### src/rtl/onion_pwm_pkg.sv
// Shared constants for the onion PWM blocks: capture FSM state encodings and the
// default counter width, also used by the breathe generator so loopback tests agree.
package onion_pwm_pkg;

  localparam int unsigned CNT_W_DEFAULT = 16;

  localparam logic ST_IDLE = 1'b0;
  localparam logic ST_MEAS = 1'b1;

endpackage

### src/rtl/onion_sync_edge.sv
// Synchronizer for an asynchronous input plus a delay flop, producing the
// synchronized level and registered single-cycle rise/fall pulses.
module onion_sync_edge #(
  parameter int SYNC_STAGES = 2
) (
  input  logic clk,
  input  logic reset_n,
  input  logic async_i,
  output logic s_o,
  output logic rise_o,
  output logic fall_o
);

  logic [SYNC_STAGES-1:0] sync_q;
  logic                   d_q;
  logic                   rise_q;
  logic                   fall_q;
  logic                   s;

  assign s = sync_q[SYNC_STAGES-1];

  // Edge pulses are registered so they line up with d_q, which is the level
  // reported alongside them; this puts capture SYNC_STAGES+1 edges after the input.
  always_ff @(posedge clk or negedge reset_n) begin
    if (!reset_n) begin
      sync_q <= '0;
      d_q    <= 1'b0;
      rise_q <= 1'b0;
      fall_q <= 1'b0;
    end else begin
      sync_q <= {sync_q[SYNC_STAGES-2:0], async_i};
      d_q    <= s;
      rise_q <= s & ~d_q;
      fall_q <= ~s & d_q;
    end
  end

  assign s_o    = d_q;
  assign rise_o = rise_q;
  assign fall_o = fall_q;

endmodule

### src/rtl/onion_pwm_capture.sv
// PWM capture: measures period and high time of pwm_i in clock cycles and flags
// a stuck line when no rising edge arrives before the counter saturates.
module onion_pwm_capture
  import onion_pwm_pkg::*;
#(
  parameter int CNT_W       = CNT_W_DEFAULT,
  parameter int SYNC_STAGES = 2
) (
  input  logic             clk,
  input  logic             reset_n,
  input  logic             pwm_i,
  output logic [CNT_W-1:0] period_o,
  output logic [CNT_W-1:0] high_o,
  output logic             valid_o,
  output logic             stuck_o,
  output logic             level_o
);

  localparam logic [CNT_W-1:0] CNT_MAX = '1;

  logic             s;
  logic             rise;
  logic             fall;

  logic             state_q, state_d;
  logic [CNT_W-1:0] cnt_q, cnt_d;
  logic [CNT_W-1:0] hcap_q, hcap_d;
  logic [CNT_W-1:0] period_q, period_d;
  logic [CNT_W-1:0] high_q, high_d;
  logic             valid_q, valid_d;
  logic             stuck_q, stuck_d;
  logic             level_q, level_d;

  logic [CNT_W:0]   cnt_plus;
  logic [CNT_W-1:0] cnt_sat;

  onion_sync_edge #(
    .SYNC_STAGES(SYNC_STAGES)
  ) u_sync (
    .clk    (clk),
    .reset_n(reset_n),
    .async_i(pwm_i),
    .s_o    (s),
    .rise_o (rise),
    .fall_o (fall)
  );

  // A full 2^CNT_W period cannot be represented, so cnt+1 clamps to all-ones.
  assign cnt_plus = {1'b0, cnt_q} + {{CNT_W{1'b0}}, 1'b1};
  assign cnt_sat  = cnt_plus[CNT_W] ? CNT_MAX : cnt_plus[CNT_W-1:0];

  always_comb begin
    cnt_d    = rise ? '0 : cnt_sat;
    hcap_d   = fall ? cnt_sat : hcap_q;
    state_d  = state_q;
    period_d = period_q;
    high_d   = high_q;
    valid_d  = 1'b0;
    stuck_d  = stuck_q;
    level_d  = level_q;
    case (state_q)
      ST_IDLE: begin
        if (rise) begin
          state_d = ST_MEAS;
          stuck_d = 1'b0;
        end
      end
      ST_MEAS: begin
        // A rise on the saturation cycle still completes the measurement.
        if (rise) begin
          period_d = cnt_sat;
          high_d   = hcap_q;
          valid_d  = 1'b1;
        end else if (cnt_q == CNT_MAX) begin
          stuck_d = 1'b1;
          level_d = s;
          state_d = ST_IDLE;
        end
      end
      default: state_d = ST_IDLE;
    endcase
  end

  always_ff @(posedge clk or negedge reset_n) begin
    if (!reset_n) begin
      state_q  <= ST_IDLE;
      cnt_q    <= '0;
      hcap_q   <= '0;
      period_q <= '0;
      high_q   <= '0;
      valid_q  <= 1'b0;
      stuck_q  <= 1'b0;
      level_q  <= 1'b0;
    end else begin
      state_q  <= state_d;
      cnt_q    <= cnt_d;
      hcap_q   <= hcap_d;
      period_q <= period_d;
      high_q   <= high_d;
      valid_q  <= valid_d;
      stuck_q  <= stuck_d;
      level_q  <= level_d;
    end
  end

  assign period_o = period_q;
  assign high_o   = high_q;
  assign valid_o  = valid_q;
  assign stuck_o  = stuck_q;
  assign level_o  = level_q;

endmodule
### config.mk
export PLATFORM = sky130hd
export DESIGN_NAME = onion_pwm_capture
export DESIGN_NICKNAME = d
export VERILOG_FILES = /design/src/rtl/onion_pwm_pkg.sv /design/src/rtl/onion_sync_edge.sv /design/src/rtl/onion_pwm_capture.sv
export SDC_FILE = /design/constraint.sdc
export NUM_CORES = 1
export LEC_CHECK = 0
export ABC_AREA = 1
export BUFFER_PORTS_ARGS = -buffer_cell sky130_fd_sc_hd__buf_2
export CORE_UTILIZATION = 50
export CTS_CLUSTER_SIZE = 30
export DETAILED_ROUTE_END_ITERATION = 8
export GPL_TIMING_DRIVEN = 0
export MAX_ROUTING_LAYER = met4
export PLACE_DENSITY = 0.72
export SETUP_SLACK_MARGIN = 0.3
export SLEW_MARGIN = 5
export SYNTH_ARGS = -nofsm -noshare
export SYNTH_HDL_FRONTEND = slang
export SYNTH_SLANG_ARGS = --single-unit
### constraint.sdc
create_clock -name clk -period 1.4 [get_ports clk]
set_input_delay 0.07 -clock clk [delete_from_list [all_inputs] [get_ports clk]]
set_output_delay 0.07 -clock clk [all_outputs]
set_load 0.1 [all_outputs]
==> impl_metrics.tcl <==
set metrics [dict create \
    hold_class "primary input to async pin" \
    firstDrtPassIters 5 \
    fillers 311 \
    routed-via-count 2809 \
    setup_tns_ns -4.78 \
    yosysWarnings 0 \
    power_density_mw_per_mm2 1320 \
    arrival_ns 1.84 \
    hpwl_microns 4480 \
    end_kind "register" \
    yosysSeqAreaShare_pct 58.7 \
    syn2layout_area_growth_pct 53.7 \
    numCtsBuffers 9 \
    slowest_delay_ns 0.40 \
    die_x_microns 80.9 \
    gp_congestion 0.883 \
    synth_compound_area_share_pct 5.55 \
    avgSynthCellArea_sq_um 8.94 \
    cts_root_buffer "clkbuf_8" \
    ys_ff_latch 73 \
    crit_path_start_kind "register" \
    period_share_pct 114 \
    fin_worst_skew_ns 0.0183 \
    r2r_slack_ns -0.20 \
    cts_tree "done" \
    period_needed_ns 1.60 \
    synth-simple-area-share_pct 26.7 \
    critPathMostFrequentCell "nand2_2" \
    max_freq_ghz 0.626 \
    wl_microns 9180 \
    setup_viol 50 \
    synth_mux_area_share_pct 0 \
    ir_worst_vdd_mv 1.29 \
    io-pin-count 38 \
    synth.most_common_cell "nand2_1" \
    grt.overflow.total 0 \
    ys_top_cells_by_count "nand2_1 (136), dfrtp_1 (73), inv_1 (29)" \
    final.setup.worst_slack_ns -0.196 \
    drc 0 \
    cts.sinks 73 \
    final_max_slew_viol_count 0 \
    fin_area_sq_mm 0.00478 \
    rsz0062_at_grt "true" \
    final_cells 510 \
    cp_slowest_cell "dfrtp_1" \
    routedWlPerCell_microns 18.0 \
    gr-usage-met3_pct 5.06 \
    chipHeight_microns 80.9 \
    ant_nets 0 \
    worstPathCellList "nand2_2, nor2_4, nand2_2, o21ai_0, nand3_2, and2_1" \
    synth_top_area_share_pct 58.7 \
    die_area_sq_mm 0.00654 \
    synth_top_family_by_area "simple AND/OR/NAND/NOR gates" \
    synth_fa_ha_area_share_pct 1.21 \
    grt_max_degree 40 \
    grtUsageMet1_pct 33.9 \
    grt_pass1_wl_microns 12500 \
    drtIter0Drc 322 \
    worst_slew_pin_slew_ns 0.455 \
    grt_usage_pct 27.1 \
    h-tree-depth 3 \
    diodes 0 \
    pre_cts_ws_ns -0.0794 \
    grt_pass1_vias 2544 \
    coreArea_sq_mm 0.00596 \
    cp.required_ns 1.64 \
    fin_nets 436 \
    cts.path.max_buffers 2 \
    grtUsageMet2_pct 43.3 \
    yosys.area.top_type "dfrtp_1" \
    synth_cells 348 \
    maxCapViolCount 0 \
    async_reset_ff_share_pct 100 \
    antenna_found_initial 0 \
    clk_latency_ns 0.37 \
    synth_edf_count 0 \
    io_buffers 37 \
    violations "setup timing" \
    outcome "finished, violations left" \
    hold_viol_final 0 \
    slew_headroom_pct 69.7 \
    dpl_cell_area_sq_mm 0.00348 \
    clk_pin_slew_worst_paths_ns 0.09 \
    ys.flop_type "dfrtp_1" \
    dp.cells 461 \
    synth_xor_area_share_pct 1.97 \
    yosysUniqueCellTypes 26 \
    finish.utilization_pct 80.3 \
    initial_core_util_pct 52.2 \
    cp_max_fo 5 \
    syn_nets 354 \
    drive_above_1_share_pct 42.8 \
    busiest_layer "met2" \
    rows 28 \
    p_leak_nw 2.45 \
    synth_area_leaders "dfrtp_1 (59%), nand2_1 (16%), inv_1 (3.5%)" \
    crit_type "register to register" \
    via_per_inst 5.51 \
    netlist_area_sq_mm 0.00311 \
]
kinds of logic after synthesis:
kind of cell / Yosys count
AND/OR/NAND/NOR: 192
flip-flops: 73
buffers and inverters: 43
AO/OA/AOI/OAI: 30
XOR/XNOR: 7
adder cells (fa/ha/maj): 3
critical path, delay by kind of cell (launching register included):
kind	cells	cell delay, ns
compound gates	1	0.26
simple gates	5	0.81
flops	1	0.40
layout by cell type, fill, tap and decap left out, drive strengths merged:
cell type / n
clkinv: 4
o21ai: 6
buf: 73
bufbuf: 1
a31oi: 14
nor3: 1
bufinv: 3
a21oi: 8
and2: 1
nand3: 17
o21bai: 2
xor2: 4
xnor2: 3
clkbuf: 17
ha: 3
inv: 29
dfrtp: 73
nor2: 33
nand2: 139
dlygate4sd3: 2
nand4: 2
per-layer routing:
| metal | vias up | share of wire, % |
|---|---|---|
| li1 | 1254 | - |
| met1 | 1366 | 40 |
| met2 | 143 | 50 |
| met3 | 46 | 6.0 |
| met4 | 0 | 3.8 |
| met5 | - | 0 |
power breakdown:
group	switching, W	leakage (nW)	internal (W)
clock network	0.000817	0.127	0.00129
logic	0.00117	1.37	0.000541
registers	0.000189	0.948	0.00230
state kept, by name (all words and copies together), names as in the netlist:
register,flops
cnt_q,16
hcap_q,16
high_o,16
level_o,1
period_o,16
state_q,1
stuck_o,1
u_sync.fall_o,1
u_sync.rise_o,1
u_sync.s_o,1
u_sync.sync_q,2
valid_o,1
per-stage QoR:
stage	total power, W	hold slack [ns]
after floorplan	0.00346	-0.226
after global placement	0.00367	0.179
after detailed placement	0.00371	0.0518
after CTS	0.00601	0.224
after global routing	0.00648	0.246
final	0.00630	0.190
path summary, 6_finish.rpt:
check                           cells after the start                         end                        from
worst max-delay path                                6         cnt_q[12]$_DFF_PN0_          cnt_q[8]$_DFF_PN0_
worst min-delay path                                2       high_o[0]$_DFFE_PN0P_                     reset_n
worst max register to register                      6         cnt_q[12]$_DFF_PN0_          cnt_q[8]$_DFF_PN0_
worst min register to register                      0  u_sync.sync_q[1]$_DFF_PN0_  u_sync.sync_q[0]$_DFF_PN0_
max in group asynchronous                           3          cnt_q[6]$_DFF_PN0_                     reset_n
min in group clk                                    2  u_sync.sync_q[0]$_DFF_PN0_                       pwm_i
final cells by class:
cell class	count	area [sq um]	share of cell area [%]
clock inverter	4	98.8	2.07
clock buffer	12	155	3.24
inverter	32	138	2.88
tap	75	93.8	1.96
buffer	11	143	2.98
multi-input combinational	233	1590	33.2
timing repair buffer	70	734	15.4
sequential	73	1830	38.3
timing repair:
item                                   in CTS  in global routing
pin swaps                                  19                 21
endpoints found under the hold margin      35                  0
buffers inserted                           18                  7
hold buffers                                2                  0
setup endpoints to repair                 102                 91
resized for setup                         105                 78
cloned                                      4                  2
(Power assumes the default switching activity.)
